$ cat src/rtl/core_rrv_pkg.sv
// Shared core_rrv types: tile transaction, opcodes, fabric port enum and the XY routing helper.
package core_rrv_pkg;

    typedef enum logic [1:0] {
        RD     = 2'd0,
        WR     = 2'd1,
        RD_RSP = 2'd2
    } t_opcode;

    typedef struct packed {
        t_opcode     opcode;
        logic [31:0] address;
        logic [31:0] data;
    } t_tile_trans;

    typedef enum logic [2:0] {
        NORTH = 3'd0,
        EAST  = 3'd1,
        SOUTH = 3'd2,
        WEST  = 3'd3,
        LOCAL = 3'd4
    } t_cardinal;

    typedef logic [4:0] t_fab_ready;

    typedef enum logic {
        REQ_CORE = 1'b0,
        REQ_RSP  = 1'b1
    } t_req;

    // X is resolved before Y; tile ID is {X[3:0], Y[3:0]}.
    function automatic t_cardinal xy_port(input logic [7:0] local_id, input logic [7:0] dst_id);
        t_cardinal port;
        if (dst_id[7:4] > local_id[7:4])      port = EAST;
        else if (dst_id[7:4] < local_id[7:4]) port = WEST;
        else if (dst_id[3:0] > local_id[3:0]) port = SOUTH;
        else if (dst_id[3:0] < local_id[3:0]) port = NORTH;
        else                                  port = LOCAL;
        return port;
    endfunction

endpackage

$ cat src/rtl/core_rrv_fab_out_arb_if.sv
// Handshake bundle of the outbound fabric arbiter: two request streams in, one fabric stream out.
interface core_rrv_fab_out_arb_if;
    import core_rrv_pkg::*;

    logic        CoreReqValid;
    t_tile_trans CoreReq;
    logic        CoreReqReady;
    logic        RspReqValid;
    t_tile_trans RspReq;
    logic        RspReqReady;
    logic        OutFabricValidQ505H;
    t_tile_trans OutFabricQ505H;

    modport master (
        output CoreReqValid, CoreReq, RspReqValid, RspReq,
        input  CoreReqReady, RspReqReady, OutFabricValidQ505H, OutFabricQ505H
    );

    modport slave (
        input  CoreReqValid, CoreReq, RspReqValid, RspReq,
        output CoreReqReady, RspReqReady, OutFabricValidQ505H, OutFabricQ505H
    );

endinterface

$ cat src/rtl/core_rrv_fab_arb_fifo.sv
// Small per-requester FIFO with a registered occupancy count and a combinational head.
module core_rrv_fab_arb_fifo
    import core_rrv_pkg::*;
#(
    parameter int DEPTH = 2
) (
    input  logic        clk_i,
    input  logic        rst_i,
    input  logic        push_i,
    input  t_tile_trans data_i,
    input  logic        pop_i,
    output t_tile_trans head_o,
    output logic        full_o,
    output logic        empty_o
);

    localparam int          AW       = $clog2(DEPTH);
    localparam logic [AW:0] FULL_CNT = (AW+1)'(DEPTH);

    t_tile_trans   mem_q [DEPTH];
    logic [AW-1:0] wr_ptr_q, rd_ptr_q;
    logic [AW:0]   count_q, count_d;

    always_comb begin
        count_d = count_q;
        if (push_i && !pop_i)      count_d = count_q + (AW+1)'(1);
        else if (!push_i && pop_i) count_d = count_q - (AW+1)'(1);
    end

    // Pointers wrap naturally because DEPTH is a power of two.
    always_ff @(posedge clk_i or posedge rst_i) begin
        if (rst_i) begin
            wr_ptr_q <= '0;
            rd_ptr_q <= '0;
            count_q  <= '0;
        end else begin
            if (push_i) wr_ptr_q <= wr_ptr_q + AW'(1);
            if (pop_i)  rd_ptr_q <= rd_ptr_q + AW'(1);
            count_q <= count_d;
        end
    end

    always_ff @(posedge clk_i) begin
        if (push_i) mem_q[wr_ptr_q] <= data_i;
    end

    assign head_o  = mem_q[rd_ptr_q];
    assign full_o  = (count_q == FULL_CNT);
    assign empty_o = (count_q == '0);

endmodule

$ cat src/rtl/core_rrv_fab_out_arb.sv
// Outbound fabric arbiter: core requests vs. local read responses onto one registered fabric port.
// CORE_RRV_FAB_ARB_RR_EN selects round-robin; otherwise responses have fixed priority over core.
module core_rrv_fab_out_arb
    import core_rrv_pkg::*;
#(
    parameter int DEPTH      = 2,
    parameter int MAX_RD_OUT = 4
) (
    input  logic                         Clock,
    input  logic                         Rst,
    input  logic [7:0]                   local_tile_id,
    core_rrv_fab_out_arb_if.slave        bus,
    input  logic                         InRdRspValid,
    input  t_fab_ready                   fab_ready,
    output logic [3:0]                   RdOutstanding,
    output logic                         ArbIdle
);

    localparam logic [3:0] RD_LIMIT = 4'(MAX_RD_OUT);

    t_tile_trans core_head, rsp_head;
    logic        core_full, core_empty, rsp_full, rsp_empty;
    logic        core_push, rsp_push;
    logic        core_elig, rsp_elig, gnt_core, gnt_rsp, rd_inc;
    logic [3:0]  rd_cnt_q, rd_cnt_d;
    logic        out_vld_q, out_vld_d;
    t_tile_trans out_trans_q, out_trans_d;

    function automatic logic head_eligible(input t_tile_trans head, input logic empty,
                                           input logic [7:0] local_id, input t_fab_ready rdy,
                                           input logic credit_ok);
        return !empty && rdy[xy_port(local_id, head.address[31:24])]
               && (head.opcode != RD || credit_ok);
    endfunction

    assign core_push        = bus.CoreReqValid && !core_full;
    assign rsp_push         = bus.RspReqValid && !rsp_full;
    assign bus.CoreReqReady = !core_full;
    assign bus.RspReqReady  = !rsp_full;

    core_rrv_fab_arb_fifo #(.DEPTH(DEPTH)) u_core_fifo (
        .clk_i   (Clock),
        .rst_i   (Rst),
        .push_i  (core_push),
        .data_i  (bus.CoreReq),
        .pop_i   (gnt_core),
        .head_o  (core_head),
        .full_o  (core_full),
        .empty_o (core_empty)
    );

    core_rrv_fab_arb_fifo #(.DEPTH(DEPTH)) u_rsp_fifo (
        .clk_i   (Clock),
        .rst_i   (Rst),
        .push_i  (rsp_push),
        .data_i  (bus.RspReq),
        .pop_i   (gnt_rsp),
        .head_o  (rsp_head),
        .full_o  (rsp_full),
        .empty_o (rsp_empty)
    );

    assign core_elig = head_eligible(core_head, core_empty, local_tile_id, fab_ready,
                                     rd_cnt_q < RD_LIMIT);
    assign rsp_elig  = head_eligible(rsp_head, rsp_empty, local_tile_id, fab_ready,
                                     rd_cnt_q < RD_LIMIT);

`ifdef CORE_RRV_FAB_ARB_RR_EN
    t_req last_grant_q;

    // On a tie the requester not served last wins; reset favours core first.
    always_comb begin
        gnt_core = core_elig;
        gnt_rsp  = rsp_elig;
        if (core_elig && rsp_elig) begin
            gnt_core = (last_grant_q == REQ_RSP);
            gnt_rsp  = (last_grant_q == REQ_CORE);
        end
    end

    always_ff @(posedge Clock or posedge Rst) begin
        if (Rst)                      last_grant_q <= REQ_RSP;
        else if (gnt_core || gnt_rsp) last_grant_q <= gnt_rsp ? REQ_RSP : REQ_CORE;
    end
`else
    assign gnt_rsp  = rsp_elig;
    assign gnt_core = core_elig && !rsp_elig;
`endif

    assign rd_inc = (gnt_core && core_head.opcode == RD) || (gnt_rsp && rsp_head.opcode == RD);

    // A return at zero is dropped so credits lost to a reset cannot underflow.
    always_comb begin
        rd_cnt_d = rd_cnt_q;
        if (rd_inc && !InRdRspValid)                        rd_cnt_d = rd_cnt_q + 4'd1;
        else if (!rd_inc && InRdRspValid && rd_cnt_q != '0) rd_cnt_d = rd_cnt_q - 4'd1;
    end

    always_comb begin
        out_vld_d   = gnt_core || gnt_rsp;
        out_trans_d = out_trans_q;
        if (gnt_rsp)       out_trans_d = rsp_head;
        else if (gnt_core) out_trans_d = core_head;
    end

    always_ff @(posedge Clock or posedge Rst) begin
        if (Rst) begin
            out_vld_q   <= 1'b0;
            out_trans_q <= '0;
            rd_cnt_q    <= '0;
        end else begin
            out_vld_q   <= out_vld_d;
            out_trans_q <= out_trans_d;
            rd_cnt_q    <= rd_cnt_d;
        end
    end

    assign bus.OutFabricValidQ505H = out_vld_q;
    assign bus.OutFabricQ505H      = out_trans_q;
    assign RdOutstanding           = rd_cnt_q;
    assign ArbIdle                 = core_empty && rsp_empty && (rd_cnt_q == '0);

endmodule

$ cat src/flat_wrapper.sv
// flat-port wrapper written by rule: the top's interface ports become plain ports
module core_rrv_fab_out_arb_flat import core_rrv_pkg::*;
#(
    parameter int DEPTH      = 2,
    parameter int MAX_RD_OUT = 4
)
  (Clock, Rst, local_tile_id, InRdRspValid, fab_ready, RdOutstanding, ArbIdle, bus_CoreReqValid, bus_CoreReq, bus_RspReqValid, bus_RspReq, bus_CoreReqReady, bus_RspReqReady, bus_OutFabricValidQ505H, bus_OutFabricQ505H);
  core_rrv_fab_out_arb_if bus_i ();
  input  logic Clock;
  input  logic Rst;
  input  logic [7:0] local_tile_id;
  input  logic InRdRspValid;
  input  t_fab_ready fab_ready;
  output logic [3:0] RdOutstanding;
  output logic ArbIdle;
  input wire logic [$bits(bus_i.CoreReqValid)-1:0] bus_CoreReqValid;
  input wire logic [$bits(bus_i.CoreReq)-1:0] bus_CoreReq;
  input wire logic [$bits(bus_i.RspReqValid)-1:0] bus_RspReqValid;
  input wire logic [$bits(bus_i.RspReq)-1:0] bus_RspReq;
  output wire logic [$bits(bus_i.CoreReqReady)-1:0] bus_CoreReqReady;
  output wire logic [$bits(bus_i.RspReqReady)-1:0] bus_RspReqReady;
  output wire logic [$bits(bus_i.OutFabricValidQ505H)-1:0] bus_OutFabricValidQ505H;
  output wire logic [$bits(bus_i.OutFabricQ505H)-1:0] bus_OutFabricQ505H;
  assign bus_i.CoreReqValid = bus_CoreReqValid;
  assign bus_i.CoreReq = bus_CoreReq;
  assign bus_i.RspReqValid = bus_RspReqValid;
  assign bus_i.RspReq = bus_RspReq;
  assign bus_CoreReqReady = bus_i.CoreReqReady;
  assign bus_RspReqReady = bus_i.RspReqReady;
  assign bus_OutFabricValidQ505H = bus_i.OutFabricValidQ505H;
  assign bus_OutFabricQ505H = bus_i.OutFabricQ505H;
  core_rrv_fab_out_arb #(.DEPTH(DEPTH), .MAX_RD_OUT(MAX_RD_OUT)) u_core (.Clock(Clock), .Rst(Rst), .local_tile_id(local_tile_id), .bus(bus_i), .InRdRspValid(InRdRspValid), .fab_ready(fab_ready), .RdOutstanding(RdOutstanding), .ArbIdle(ArbIdle));
endmodule
$ cat config.mk
export PLATFORM = sky130hd
export DESIGN_NAME = core_rrv_fab_out_arb_flat
export DESIGN_NICKNAME = d
export VERILOG_FILES = /design/src/rtl/core_rrv_pkg.sv /design/src/rtl/core_rrv_fab_out_arb_if.sv /design/src/rtl/core_rrv_fab_arb_fifo.sv /design/src/rtl/core_rrv_fab_out_arb.sv /design/src/flat_wrapper.sv
export SDC_FILE = /design/constraint.sdc
export NUM_CORES = 1
export LEC_CHECK = 0
export BUFFER_PORTS_ARGS = -buffer_cell sky130_fd_sc_hd__buf_2
export CORE_MARGIN = 1
export CORE_UTILIZATION = 50
export DETAILED_ROUTE_END_ITERATION = 16
export GPL_ROUTABILITY_DRIVEN = 0
export HOLD_SLACK_MARGIN = 0.15
export PLACE_DENSITY = 0.72
export SLEW_MARGIN = 20
export SYNTH_ARGS = -nofsm -noshare
export SYNTH_HDL_FRONTEND = slang
export SYNTH_SLANG_ARGS = --single-unit
export TNS_END_PERCENT = 30
$ cat constraint.sdc
create_clock -name Clock -period 4.43 [get_ports Clock]
set_input_delay 0.886 -clock Clock [delete_from_list [all_inputs] [get_ports Clock]]
set_output_delay 0.886 -clock Clock [all_outputs]
set_load 0.01 [all_outputs]
; ---- Yosys cells after proc, flatten, opt, wreduce, memory -nomap -nowiden
; Memories as Yosys holds them, arrays and structs flattened.
; Index checks and enable logic that the tools add are counted.
[totals]
regBits = 79
mem_count = 2
ramBits = 264
[mem_list]
columns = name, depth, width, read_ports, rd_clocked_by_memory_dff, wr, line_no
row1 = u_core.u_core_fifo.mem_q, 2, 66, 1, 0, 1, core_rrv_fab_arb_fifo.sv:20  ; t_tile_trans mem_q [DEPTH];
row2 = u_core.u_rsp_fifo.mem_q, 2, 66, 1, 0, 1, core_rrv_fab_arb_fifo.sv:20
[op_classes]
magnitude_cmp = 11
add_sub_neg = 10
eq_ne = 2
mux = 24
n_reduce_logical = 44
[op_table]
columns = cell, n
row1 = $mux 66, 2
row2 = $mux 3, 8
row3 = $logic_and 1x1->1, 18
row4 = $gt 4x4->1, 4
row5 = $lt 4x4->1, 4
row6 = $reduce_bool 2->1, 6
row7 = $logic_not 1->1, 10
row8 = $logic_not 2->1, 4
row9 = $lt 3x4->1 const B, 2
row10 = $mux 2, 4
row11 = $mux 4, 2
row12 = $bmux 1 s3, 2
row13 = $mux 1, 6
row14 = $add 1x1->1 const B, 4
row15 = $add 2x1->2 const B, 2
row16 = $add 4x1->4 const B, 1
row17 = $eq 2x2->1 const B, 2
row18 = $logic_not 4->1, 1
row19 = $logic_or 1x1->1, 4
row20 = $lt 4x3->1 const B, 1
row21 = $reduce_bool 4->1, 1
row22 = $sub 2x1->2 const B, 2
row23 = $sub 4x1->4 const B, 1

; ---- Longest topological paths before layout
; An unclocked memory read counts as a cell.
[depth]
word_depth = 19
ltp_mapped = 18
mapped_depth_nobuf = 15

; ---- Modules after synthesis
; A second synthesis with hierarchy kept.
[hier_totals]
hier_cells = 831
area_unflattened_um2 = 13958.4
[modules_own_cells]
columns = module, area_each_um2, cells_per_inst, seq_area_each_um2, instances
row1 = core_rrv_fab_arb_fifo, 5066.1, 222, 4063.9, 2
row2 = core_rrv_fab_out_arb, 3826.2, 387, 1776.7, 1

; ---- Worst setup path before layout
; No wires, ideal clock.
[synth_timing]
path_kind = input to register
start = input bus_RspReqValid
end = memory u_core.u_rsp_fifo.mem_q[0][0] (netlist name), enable pin
setup_ns = 0.490
arrival_time_ns = 3.736
t_required_ns = 3.940
path_stages = 2
slack_ns = 0.204
path_cell_list = nand2_1 -> nor2_1
[synth_via]
elab_chain_len = 3
[synth_rtl]
columns = element, line_no
row1 = from (decl), flat_wrapper.sv:18  ; input wire logic [$bits(bus_i.RspReqValid)-1:0] bus_RspReqValid;
row2 = $logic_and 1x1->1, core_rrv_fab_out_arb.sv:37  ; assign rsp_push = bus.RspReqValid && !rsp_full;
row3 = $mux 1, core_rrv_fab_arb_fifo.sv:44  ; if (push_i) mem_q[wr_ptr_q] <= data_i;
row4 = $mux 1 (implied by the code), core_rrv_fab_arb_fifo.sv:44
row5 = to (decl), core_rrv_fab_arb_fifo.sv:20
; No other way between the ends.

; ---- Worst setup path after layout
[layout_timing]
start = register u_core.u_rsp_fifo.rd_ptr_q
end = register u_core.rd_cnt_q[3] (netlist: u_core.RdOutstanding[3])
[layout_via]
elab_chain_len = 18
elab_cells_between_ends = 27
cone_classes = 4 x order compare / 7 x mux / 15 x reduce/logical / 1 x memory
[layout_rtl]
columns = element, line_no
row1 = from (decl), core_rrv_fab_arb_fifo.sv:21  ; logic [AW-1:0] wr_ptr_q, rd_ptr_q;
row2 = from (signal assigned), core_rrv_fab_arb_fifo.sv:38  ; if (pop_i) rd_ptr_q <= rd_ptr_q + AW'(1);
row3 = $mem_v2 2x66 (*), -
row4 = $lt 4x4->1, core_rrv_pkg.sv:37  ; else if (dst_id[3:0] < local_id[3:0]) port = NORTH;
row5 = $mux 3, core_rrv_pkg.sv:37
row6 = $mux 3, core_rrv_pkg.sv:36  ; else if (dst_id[3:0] > local_id[3:0]) port = SOUTH;
row7 = $mux 3, core_rrv_pkg.sv:35  ; else if (dst_id[7:4] < local_id[7:4]) port = WEST;
row8 = $mux 3, core_rrv_pkg.sv:34  ; if (dst_id[7:4] > local_id[7:4]) port = EAST;
row9 = $bmux 1 s3, core_rrv_fab_out_arb.sv:32  ; return !empty && rdy[xy_port(local_id, head.address[31:24])]
row10 = $mux 1 (implied by the code), core_rrv_fab_out_arb.sv:32
row11 = $logic_and 1x1->1, core_rrv_fab_out_arb.sv:32
row12 = $logic_and 1x1->1, core_rrv_fab_out_arb.sv:33  ; && (head.opcode != RD || credit_ok);
row13 = $logic_not 1->1, core_rrv_fab_out_arb.sv:87  ; assign gnt_core = core_elig && !rsp_elig;
row14 = $logic_and 1x1->1, core_rrv_fab_out_arb.sv:87
row15 = $logic_and 1x1->1, core_rrv_fab_out_arb.sv:90  ; assign rd_inc = (gnt_core && core_head.opcode == RD) || (gnt_rsp && rsp_head.opcode == RD);
row16 = $logic_or 1x1->1 (*), core_rrv_fab_out_arb.sv:90
row17 = $logic_not 1->1, core_rrv_fab_out_arb.sv:96  ; else if (!rd_inc && InRdRspValid && rd_cnt_q != '0) rd_cnt_d = rd_cnt_q - 4'd1;
row18 = $logic_and 1x1->1 (2 in series), core_rrv_fab_out_arb.sv:96
row19 = $reduce_bool 2->1 (no line), -
row20 = to (signal assigned), core_rrv_fab_out_arb.sv:114  ; rd_cnt_q <= rd_cnt_d;
row21 = to (decl), core_rrv_fab_out_arb.sv:25  ; logic [3:0] rd_cnt_q, rd_cnt_d;
; Every way passes the cells marked *; elsewhere a longest branch is shown, timed or not. The select of a mux whose other input is x is not followed.
; A chain may end at the register's enable or synchronous reset.

==> reports/summary.txt <==
=================================================================================================================
Number of levels in the clock H-tree ...............................................................            2
Avg Synthesized Cell Area ..........................................................................     16.6 µm²
Clk Tree Root Cell ................................................................................. sky130_fd_sc_hd__clkbuf_16
Run status ......................................................................................... finished clean
Row cnt ............................................................................................           60
Netlist cell types .................................................................................           41
Startpoint-to-endpoint class of the critical path .................................................. register to register
Top library cells by usage in the layout, fill and taps aside ...................................... 264 x sky130_fd_sc_hd__edfxtp_1, 223 x sky130_fd_sc_hd__buf_2, 128 x sky130_fd_sc_hd__mux2_2, 77 x sky130_fd_sc_hd__dfrtp_1, 76 x sky130_fd_sc_hd__nand2_1
Power per Cell Area ................................................................................   737 nW/µm²
Arithmetic-cell share of the synthesized area counting full adders, half adders and majority gates .        1.96%
Post-route total power .............................................................................     12100 µW
Post-CTS setup-driven buffer insertion count .......................................................            0
Worst hold margin ..................................................................................     0.499 ns
Switching part of the total ........................................................................        33.0%
Total standard cell area after synthesis ...........................................................    13800 µm²
Post-synthesis register bit count ..................................................................          343
Post-route fraction of the period consumed by the critical path ....................................        88.8%
Area share of and/or/nand/nor cells after synthesis ................................................        3.62%
Launching element of the worst setup path .......................................................... u_core.u_rsp_fifo.rd_ptr_q
Cell internal power dissipation ....................................................................      8110 µW
Number of pins exceeding their max-slew limit in the final report ..................................            0
Sequential share of the synthesized area ...........................................................        71.7%
Longest Clk Path Bufs ..............................................................................            3
Die boundary width .................................................................................       168 µm
Iteration-0 DRC count of the detailed router .......................................................          340
CP arrival .........................................................................................      4.36 ns
Area delta synth->final ............................................................................        18.8%
Initial cell density of the core ...................................................................        51.1%
Clock tree from TritonCTS ..........................................................................          yes
Capturing point of the worst reg2reg path .......................................................... u_core.RdOutstanding[3]
Number of failing hold endpoints at the final stage ................................................            0
Sequential cell fraction of total power ............................................................        41.3%
Critical path data required time ...................................................................      4.85 ns
Async set-reset flop share out of synthesis ........................................................        23.0%
Share of final-layout standard cells stronger than drive strength 1 ................................        39.3%
Type of destination of the critical path ...........................................................     register
Maximum resistive drop on vdd ......................................................................     0.411 mV
Total half-perimeter wirelength after legalization and detailed placement ..........................     17500 µm
Area of the core ...................................................................................    27000 µm²
Net switching component of the power ...............................................................      3990 µW
Synthesized-area fraction occupied by ao, oa, aoi and oai cells ....................................        3.75%
Fraction of synthesized cell area in xor and xnor cells ............................................       0.760%
Maximum clock rate .................................................................................      254 MHz
Number of buffers inserted during clock tree synthesis .............................................           36
Sink Count .........................................................................................          343
Post-cts sizing count ..............................................................................            0
Post-synth EDFFs ...................................................................................          264
Net count, final ...................................................................................         1239
Syn Inst Count .....................................................................................          835
Antenna violations before repair ...................................................................           10
Min-Delay Path Class ............................................................................... register to register
Final-layout setup total negative slack ............................................................         0 ns
Number of warnings reported in the yosys synthesis log .............................................            0
# setup viols final ................................................................................            0
Most instantiated flip-flop cell in the synthesis netlist .......................................... sky130_fd_sc_hd__edfxtp_1
Residual antenna-violating net count after detailed routing ........................................            0
Clock Skew .........................................................................................   0.00943 ns
Most frequent standard cell in the layout excluding fill and tap cells ............................. sky130_fd_sc_hd__edfxtp_1
Count of input and output buffers ..................................................................          223
GRT overflow .......................................................................................            0
Wire length after detailed routing .................................................................     28400 µm
Reg2Reg Launch Point ............................................................................... u_core.u_rsp_fifo.rd_ptr_q
# DRC ..............................................................................................            0
GRT Util Overall ...................................................................................        20.2%
Maximum number of pins on one net before global-route repair .......................................           68
Pre-antenna DRT Iters ..............................................................................            6
End point of the critical path ..................................................................... u_core.RdOutstanding[3]
Number of max-cap violations .......................................................................            0
Leakage power ......................................................................................   0.00642 µW
Overall via count from detail_route ................................................................         7639
Hold Crit Start .................................................................................... u_core.u_core_fifo.count_q[1]
Routed vias/inst ...................................................................................         5.29
Number of fillers in the final layout ..............................................................         2047
Die Ht .............................................................................................       168 µm
I/O pin total ......................................................................................          224
Remaining max-slew budget at the tightest pin ......................................................        27.0%
Maximum fanout along the worst path ................................................................           23
Clock share of power ...............................................................................        24.3%
CP Launch Type .....................................................................................     register
R2R setup slack ....................................................................................      0.50 ns
Share of synthesized area spent on multiplexers ....................................................        15.9%
Relative contribution of combinational cells to total power ........................................        34.4%
Clock transition at the registers of the reported paths ............................................      0.06 ns
Worst Max-Slew Pin Slew ............................................................................      1.10 ns
Number of hold buffers added after cts .............................................................            0
Vias in the first global route .....................................................................         7941
Dominant combinational cell family by area after synthesis ......................................... multiplexers
Reg2Reg Depth ......................................................................................           15
Source-to-sink clock delay at the later pin of the worst-skew pair .................................      0.51 ns
Global-route wire length before repair .............................................................     43300 µm
Setup repair after global routing missed its margin ................................................        false
Die footprint ......................................................................................    28300 µm²
Average wire per standard cell .....................................................................      19.6 µm
Final worst path period need .......................................................................      3.93 ns
Syn nets ...........................................................................................         1006
=================================================================================================================
-- sequential cells by signal, indices dropped and copies added, names as in the netlist --
name	count
u_core.u_core_fifo.rd_ptr_q	1
u_core.u_core_fifo.count_q	2
u_core.bus.OutFabricQ505H	66
u_core.u_core_fifo.mem_q	132
u_core.bus.OutFabricValidQ505H	1
u_core.u_rsp_fifo.rd_ptr_q	1
u_core.u_rsp_fifo.wr_ptr_q	1
u_core.u_core_fifo.wr_ptr_q	1
u_core.u_rsp_fifo.count_q	2
u_core.u_rsp_fifo.mem_q	132
u_core.RdOutstanding	4
-- critical path: stages (launching register included) --
cell and delay [ns]:
sky130_fd_sc_hd__dfrtp_4 0.65, sky130_fd_sc_hd__mux2_2 0.40, sky130_fd_sc_hd__ha_1 0.29, sky130_fd_sc_hd__o21ai_1 0.13, sky130_fd_sc_hd__a21oi_1 0.06, sky130_fd_sc_hd__o21a_1 0.17
sky130_fd_sc_hd__o311a_1 0.40, sky130_fd_sc_hd__nor2_4 0.15, sky130_fd_sc_hd__inv_4 0.08, sky130_fd_sc_hd__o2bb2ai_4 0.24, sky130_fd_sc_hd__nand2_1 0.15, sky130_fd_sc_hd__ha_1 0.30
sky130_fd_sc_hd__a21o_1 0.15, sky130_fd_sc_hd__a21o_1 0.18, sky130_fd_sc_hd__or4_1 0.39, sky130_fd_sc_hd__o211ai_1 0.09
-- final cells by class --
class / instances / area (µm²) / area share (%)
Inverter: 13 / 53.8 / 0.328
Antenna cell: 8 / 20.0 / 0.122
Clock inverter: 17 / 144 / 0.876
Multi-Input combinational cell: 441 / 3620 / 22.0
Clock buffer: 48 / 1030 / 6.26
Timing Repair Buffer: 233 / 1220 / 7.41
Sequential cell: 343 / 9910 / 60.4
Tap cell: 341 / 427 / 2.60
-- cells in the mapped netlist, types with 5 or more instances --
cell type	instances	area, µm²
sky130_fd_sc_hd__nand2b_1	5	31.3
sky130_fd_sc_hd__o21ai_1	68	340
sky130_fd_sc_hd__nor2_1	14	52.6
sky130_fd_sc_hd__buf_12	7	140
sky130_fd_sc_hd__a21oi_1	9	45.0
sky130_fd_sc_hd__dfrtp_1	79	1980
sky130_fd_sc_hd__xnor2_1	6	52.6
sky130_fd_sc_hd__inv_1	12	45.0
sky130_fd_sc_hd__mux2_2	128	1440
sky130_fd_sc_hd__xor2_1	6	52.6
sky130_fd_sc_hd__nor3_1	5	25.0
sky130_fd_sc_hd__clkbuf_1	25	93.8
sky130_fd_sc_hd__mux2i_1	74	741
sky130_fd_sc_hd__ha_1	20	250
sky130_fd_sc_hd__edfxtp_1	264	7930
sky130_fd_sc_hd__nand2_1	76	285
-- kinds of logic after synthesis --
logic type,Yosys count
simple gates,114
mux,203
fa+ha+maj,21
flops,343
compound gates,91
buf+inv,51
xor+xnor,12
-- stage by stage --
| step | setup slack [ns] | area [µm²] | std cells | util, % |
|---|---|---|---|---|
| 6_report | 0.497 | 16400 | 1444 | 60.8 |
| 3_5_place_dp | 0.481 | 15200 | 1371 | 56.3 |
| 4_1_cts | 0.473 | 16400 | 1436 | 60.7 |
| 5_1_grt | 0.253 | 16400 | 1441 | 60.7 |
| 3_3_place_gp | 0.565 | 15200 | 1371 | 56.3 |
| 2_1_floorplan | 0.204 | 13800 | 835 | - |
-- how the worst min path moves through the flow --
stage / end / slack, ns / cells after the start
2_1_floorplan: u_core.u_core_fifo.wr_ptr_q / 0.46 / 1
3_3_place_gp: u_core.u_core_fifo.count_q[1] / 0.48 / 1
3_5_place_dp: u_core.u_core_fifo.count_q[1] / 0.49 / 1
4_1_cts: u_core.u_core_fifo.count_q[1] / 0.50 / 1
5_1_grt: u_core.u_core_fifo.mem_q[0][45] / 0.54 / 1
6_report: u_core.u_core_fifo.count_q[1] / 0.50 / 1
-- routing by layer --
metal	track usage [%]	part of all wire, %
met1	25.9	43
met3	4.40	5.3
met2	33.8	49
met5	0	0.028
met4	7.47	3.0
-- power groups by stage --
stage | Combinational (µW) | Sequential (µW) | Clock, µW
6_report | 4160 | 4990 | 2950
5_1_grt | 4590 | 5080 | 3140
4_1_cts | 4250 | 5000 | 3010
3_5_place_dp | 4230 | 5050 | 0
3_3_place_gp | 4130 | 5030 | 0
2_1_floorplan | 3080 | 5080 | 0
(Power assumes the default switching activity.)
